[src/rtl/demux_scheduler.sv]
// demux_scheduler
// Round-robin scheduler that shares a 1-to-8 demux between eight requesters.
// One requester is granted at a time; its word is serialised MSB-first on d0
// while the demux selects point at that requester's output.
//
// Parameters:
//   DATA_W  word width in bits (1..16)
//   GAP     idle cycles inserted after each word (0..15)
// Ports:
//   clock      rising-edge clock
//   reset      asynchronous, active-high reset
//   req        per-requester request level, bit i targets demux output i
//   data_flat  requester words, word i = data_flat[i*DATA_W +: DATA_W]
//   ack        one-cycle pulse on bit g once word g has been fully shifted
//   d0         serial data to demux D0
//   s0,s1,s2   demux selects, {s0,s1,s2} = granted index (s0 is the MSB)
//   frame      high while d0 carries a valid payload bit
//   busy       high in every state except IDLE
// All outputs come straight from flops.
module demux_scheduler #(
  parameter int DATA_W = 8,
  parameter int GAP    = 1
) (
  input  logic                  clock,
  input  logic                  reset,
  input  logic [7:0]            req,
  input  logic [8*DATA_W-1:0]   data_flat,
  output logic [7:0]            ack,
  output logic                  d0,
  output logic                  s0,
  output logic                  s1,
  output logic                  s2,
  output logic                  frame,
  output logic                  busy
);

  typedef enum logic [1:0] {
    ST_IDLE  = 2'd0,
    ST_SHIFT = 2'd1,
    ST_DONE  = 2'd2,
    ST_GAP   = 2'd3
  } state_t;

  state_t              state_r, state_nxt_s;
  logic [2:0]          ptr_r, ptr_nxt_s;
  logic [2:0]          grant_r, grant_nxt_s;
  logic [2:0]          pick_s;
  logic [DATA_W-1:0]   shreg_r, shreg_nxt_s;
  logic [DATA_W-1:0]   word_s;
  logic [8*DATA_W-1:0] shifted_s;
  logic [3:0]          bitcnt_r, bitcnt_nxt_s;
  logic [3:0]          gapcnt_r, gapcnt_nxt_s;
  logic [7:0]          ack_r, ack_nxt_s;
  logic                d0_r, d0_nxt_s;
  logic                frame_r, frame_nxt_s;
  logic                busy_r, busy_nxt_s;

  // First set request bit scanning ptr, ptr+1, ... modulo 8. The loop runs
  // downwards so the closest requester to ptr is the last (winning) write.
  function automatic logic [2:0] rr_pick(input logic [7:0] r, input logic [2:0] p);
    logic [2:0] idx;
    logic [2:0] g;
    g = p;
    for (int k = 7; k >= 0; k--) begin
      idx = p + 3'(k);
      if (r[idx]) begin
        g = idx;
      end else begin
        g = g;
      end
    end
    return g;
  endfunction

  // Grant candidate and the word it would latch.
  always_comb begin
    pick_s    = rr_pick(req, ptr_r);
    shifted_s = data_flat >> (int'(pick_s) * DATA_W);
    word_s    = shifted_s[DATA_W-1:0];
  end

  // Next-state and next-output logic of the scheduler FSM.
  always_comb begin
    state_nxt_s  = state_r;
    ptr_nxt_s    = ptr_r;
    grant_nxt_s  = grant_r;
    shreg_nxt_s  = shreg_r;
    bitcnt_nxt_s = bitcnt_r;
    gapcnt_nxt_s = gapcnt_r;
    ack_nxt_s    = 8'd0;
    d0_nxt_s     = 1'b0;
    frame_nxt_s  = 1'b0;
    case (state_r)
      ST_IDLE: begin
        if (req != 8'd0) begin
          // The MSB goes out on the grant edge itself, so the register keeps
          // only the remaining bits already shifted into position.
          state_nxt_s  = ST_SHIFT;
          grant_nxt_s  = pick_s;
          d0_nxt_s     = word_s[DATA_W-1];
          shreg_nxt_s  = word_s << 1;
          frame_nxt_s  = 1'b1;
          bitcnt_nxt_s = 4'(DATA_W - 1);
        end else begin
          state_nxt_s = ST_IDLE;
        end
      end
      ST_SHIFT: begin
        if (bitcnt_r == 4'd0) begin
          // Last payload bit is on d0 now: acknowledge and move the pointer
          // past the winner so it becomes lowest priority.
          state_nxt_s = ST_DONE;
          ack_nxt_s   = 8'd1 << grant_r;
          ptr_nxt_s   = grant_r + 3'd1;
        end else begin
          d0_nxt_s     = shreg_r[DATA_W-1];
          shreg_nxt_s  = shreg_r << 1;
          bitcnt_nxt_s = bitcnt_r - 4'd1;
          frame_nxt_s  = 1'b1;
        end
      end
      ST_DONE: begin
        if (GAP == 0) begin
          state_nxt_s = ST_IDLE;
        end else begin
          state_nxt_s  = ST_GAP;
          gapcnt_nxt_s = 4'(GAP - 1);
        end
      end
      ST_GAP: begin
        if (gapcnt_r == 4'd0) begin
          state_nxt_s = ST_IDLE;
        end else begin
          gapcnt_nxt_s = gapcnt_r - 4'd1;
        end
      end
      default: begin
        state_nxt_s = ST_IDLE;
      end
    endcase
    busy_nxt_s = (state_nxt_s != ST_IDLE);
  end

  // State and output registers; reset drops any word in flight.
  always_ff @(posedge clock or posedge reset) begin
    if (reset) begin
      state_r  <= ST_IDLE;
      ptr_r    <= 3'd0;
      grant_r  <= 3'd0;
      shreg_r  <= '0;
      bitcnt_r <= 4'd0;
      gapcnt_r <= 4'd0;
      ack_r    <= 8'd0;
      d0_r     <= 1'b0;
      frame_r  <= 1'b0;
      busy_r   <= 1'b0;
    end else begin
      state_r  <= state_nxt_s;
      ptr_r    <= ptr_nxt_s;
      grant_r  <= grant_nxt_s;
      shreg_r  <= shreg_nxt_s;
      bitcnt_r <= bitcnt_nxt_s;
      gapcnt_r <= gapcnt_nxt_s;
      ack_r    <= ack_nxt_s;
      d0_r     <= d0_nxt_s;
      frame_r  <= frame_nxt_s;
      busy_r   <= busy_nxt_s;
    end
  end

  // Selects follow the grant register, which only changes on a grant edge.
  assign s0    = grant_r[2];
  assign s1    = grant_r[1];
  assign s2    = grant_r[0];
  assign ack   = ack_r;
  assign d0    = d0_r;
  assign frame = frame_r;
  assign busy  = busy_r;

endmodule

[config.mk]
export PLATFORM = sky130hd
export DESIGN_NAME = demux_scheduler
export DESIGN_NICKNAME = d
export VERILOG_FILES = /design/src/rtl/demux_scheduler.sv
export SDC_FILE = /design/constraint.sdc
export NUM_CORES = 1
export LEC_CHECK = 0
export ABC_AREA = 1
export CAP_MARGIN = 20
export CORE_ASPECT_RATIO = 1.2
export CORE_MARGIN = 2
export CORE_UTILIZATION = 52
export DETAILED_ROUTE_END_ITERATION = 12
export PLACE_DENSITY = 0.87
export SKIP_CTS_REPAIR_TIMING = 1
export SLEW_MARGIN = 20
export SYNTH_ARGS = -nofsm -noshare
export SYNTH_HDL_FRONTEND = slang
export SYNTH_SLANG_ARGS = --single-unit
[constraint.sdc]
create_clock -name clock -period 5.6 [get_ports clock]
set_clock_uncertainty 0.15 [all_clocks]
set_input_delay 1.68 -clock clock [delete_from_list [all_inputs] [get_ports clock]]
set_output_delay 1.68 -clock clock [all_outputs]
set_load 0.005 [all_outputs]
==> flow_results.org <==
** Global routing
- The initial antenna violation count is 0.
- After global routing, the most crowded layer is met2.
- For this run, global-route usage on met1 was measured as between 20 and 30%.
- Maximum number of pins on one net before global-route repair :: 35
- In the global route stage, met3 resource usage came out at a little over 6%.
- Global routing used 46.8% of the available met2 tracks.
- The via count of the first global-routing pass was approximately 3000.
- Global-route wire length before repair :: roughly 13 mm
- In the global route stage, overall resource usage came out at between 20% and 30%.
- Summed over all layers, the global routing overflow is 0.

** Critical path
- The worst setup path is launched from an input port.
- R2R Setup Slk :: 1.98 ns
- Counting stages on the worst path, the most repeated cell is sky130_fd_sc_hd__nand2_1.
- Cell-by-cell trace of the critical path :: clkdlybuf4s50_1, nand2_1, nand3_1, nand3_2, nand2_1, nand2_1, nand2_1, nand2_1, nand2_1, nand2_2, nand2_4, nand3_4, nand2_4, nand2_1, nand3_1, nand3_1, nand3_1, nand2_1, nand2_1
- Maximum net fanout on the critical path :: 24
- The critical path is of the input port to flop type.
- Data on the critical path arrives at its endpoint at ~4 ns.
- The kind of cell with the highest combined delay along the critical path is simple AND/OR/NAND/NOR gates.
- Slowest cell on the critical path :: sky130_fd_sc_hd__clkdlybuf4s50_1
- Counting both buffers and inverters, the worst setup path holds a total of 1.
- Critical path data required time :: roughly 5.7 ns
- For this run, the slowest stage of the critical path takes about 0.52 ns.
- STA classifies the critical path endpoint as a flop.

** Finish
- Once layout is complete, the utilization of the core stands at 72.0%.
- Synth-to-layout area growth :: 32.3%
- Seq. cell area :: between 800 and 900 sq um
- The multi-input combinational cells in the finished layout cover a total of between 0.0015 and 0.002 sq mm.
- After routing the design area is between 0.003 and 0.004 sq mm.
- In the final layout, the share of cells above drive strength 1 is under 10%.
- Commonest cells after routing, fill and taps aside :: 113 x sky130_fd_sc_hd__nand3_1, 112 x sky130_fd_sc_hd__nand2_1, 87 x sky130_fd_sc_hd__clkdlybuf4s50_1
- Most frequent standard cell in the layout excluding fill and tap cells :: sky130_fd_sc_hd__nand3_1
- Net count of the finished layout :: between 500 and 600
- Number of fill cells in the layout :: approximately 450
- Antenna diodes :: 0

** Die
- Effective utilization at floorplan :: between 50% and 60%
- The floorplan step defined a die boundary enclosing 0.00620 sq mm.
- Core footprint :: approximately 0.0053 sq mm
- Count of pins on the block boundary :: just under 90
- Core Rows :: 29
- The floorplan step set the die width to ~72 um.
- From bottom edge to top edge, the die measures approximately 86 um.

** Synthesis
- The number of nets in the synthesized netlist is between 500 and 600.
- In this run the cell area of the synthesized design comes to ~0.0029 sq mm.
- The Yosys step of the flow raised 0 warnings.
- Post-synthesis cell count :: about 430
- In this run, distinct cell masters in the synthesized netlist total 28.
- Biggest area contributors in the synthesized netlist :: sky130_fd_sc_hd__dfrtp_1 29%, sky130_fd_sc_hd__nand3_1 19%, sky130_fd_sc_hd__nand2_1 14%
- Counting flops and latches in the post-synthesis netlist gives 34.
- Top cell type's share of synthesized area :: 29.3%
- The largest total area in the synthesized netlist belongs to sky130_fd_sc_hd__dfrtp_1.
- After synthesis, the mean cell area works out to 6.72 sq um.
- Of the synthesized area, sequential elements account for roughly 30%.

** Place
- Placed inst area :: ~0.0037 sq mm
- Post-DP HPWL :: between 5 and 6 mm
- Final RePlAce weighted congestion :: 0.877
- During placement, the flow inserted port buffers numbering 87.

** Detailed routing
- Post-detailed-route DRC marker count :: 0
- Number of vias per cell after detailed routing :: 5.51
- Remaining antenna violation count after routing :: 0
- Wires add up to 7.49 mm.
- In the final routed layout, each cell accounts on average for approximately 13 um.
- The pre-antenna-repair detailed-routing pass consisted of 8 iterations.
- Detailed routing inserted a total of 3180 vias.
- Number of DRC violations after detailed-routing iteration 0 :: around 180

** Clock network
- Root Buffer Master :: sky130_fd_sc_hd__clkbuf_8
- Number of CTS-inserted buffers :: 5
- At the later pin of the worst-skew pair, clock insertion delay measures 0.29 ns.
- Count of H-tree levels built during CTS :: 2
- Num Clock Sinks :: 34
- The clock passes through at most 2 buffers.
- TritonCTS built the clock tree.
- Clk pin slew, worst setup/hold paths :: around 0.070 ns

** Worst hold path
- The min-delay analysis places its worst path in the category flop to flop.

** Timing
- Least-Margin Pin Slew :: about 0.65 ns
- Number of hold violations in the final report :: 0
- Portion of the clock cycle consumed by the worst path in the final layout :: 70.2%
- Setup_tns :: 0 ns
- Slew Limit Fails :: 0
- Final hold slack :: around 0.33 ns
- Maximum operating frequency :: about 250 MHz
- Setup violations remaining at the end of the flow were counted as 0.
- Setup repair after global routing left no endpoint under its margin.
- The routed design could run at a clock period as short as 3.93 ns.
- Rel. slew slack :: 57.0%

** Flow run
- Max-cap violations in this run came to 0.

** Outcome
- The run finished with clean final reports.
-- area by class of cell --
type | count | share of cell area (%)
Timing Repair Buffer | 89 | 23.1
Multi-Input combinational cell | 328 | 44.8
Tap cell | 62 | 2.02
Clock inverter | 2 | 0.326
Sequential cell | 34 | 22.1
Clock buffer | 6 | 2.15
Inverter | 56 | 5.47
-- tightest hold or removal path, delay by kind of cell, from the launching register on --
family        cells  cell delay (ns)
simple gates      2             0.10
flops             1             0.35
-- metrics by stage --
stage | instances | setup WS [ns]
2_1_floorplan | 432 | 2.27
3_3_place_gp | 569 | 1.45
3_5_place_dp | 569 | 1.40
4_1_cts | 577 | 1.69
5_1_grt | 577 | 1.41
6_report | 577 | 1.67
-- flip-flops by register name (all words and copies together) (netlist names) --
signal and cells:
state_r 2, gapcnt_r 4, frame 1, bitcnt_r 4
shreg_r 7, ack 8, d0 1, ptr_r 3
busy 1, grant_r 3
-- cell usage after synthesis, drive strengths merged --
| cell type | n |
|---|---|
| ha | 11 |
| o21ai | 14 |
| clkbuf | 3 |
| dfrtp | 34 |
| a21oi | 9 |
| inv | 56 |
| xnor2 | 1 |
| o211ai | 2 |
| nor2 | 24 |
| nor3 | 8 |
| buf | 11 |
| a31oi | 1 |
| a21boi | 1 |
| xor2 | 1 |
| nand2 | 129 |
| nand3 | 124 |
| o22ai | 2 |
| nor4 | 1 |
-- final timing paths --
path	start	cells after the start	end
min reg2reg	shreg_r[6]	2	shreg_r[6]
max	req[6]	19	shreg_r[2]
max reg2reg	ptr_r[0]	20	shreg_r[2]
min	shreg_r[6]	2	shreg_r[6]
min in group asynchronous	reset	3	gapcnt_r[1]
max in group asynchronous	reset	3	frame
-- routing by layer --
metal | up-vias | part of all wire (%)
met5 | - | 0
met3 | 28 | 7.2
met2 | 134 | 51
met4 | 0 | 3.8
met1 | 1449 | 38
li1 | 1569 | -
-- logic make-up (layout without fill, tap and decap cells) --
| kind of cell | count (synthesis) | count (layout) | share of synthesized area [%] |
|---|---|---|---|
| AOI/OAI and AO/OA | 29 | 29 | 6.25 |
| xor gates and xnor gates | 2 | 2 | 0.603 |
| buffers and inverters | 70 | 153 | 11.4 |
| DFF | 34 | 34 | 29.3 |
| adders and majority gates | 11 | 11 | 4.74 |
| and+or+nand+nor | 286 | 286 | 47.7 |
Power is left out: the tool's default activity adds up to more than one toggle a clock period on the data nets, which glitch-free logic cannot reach.
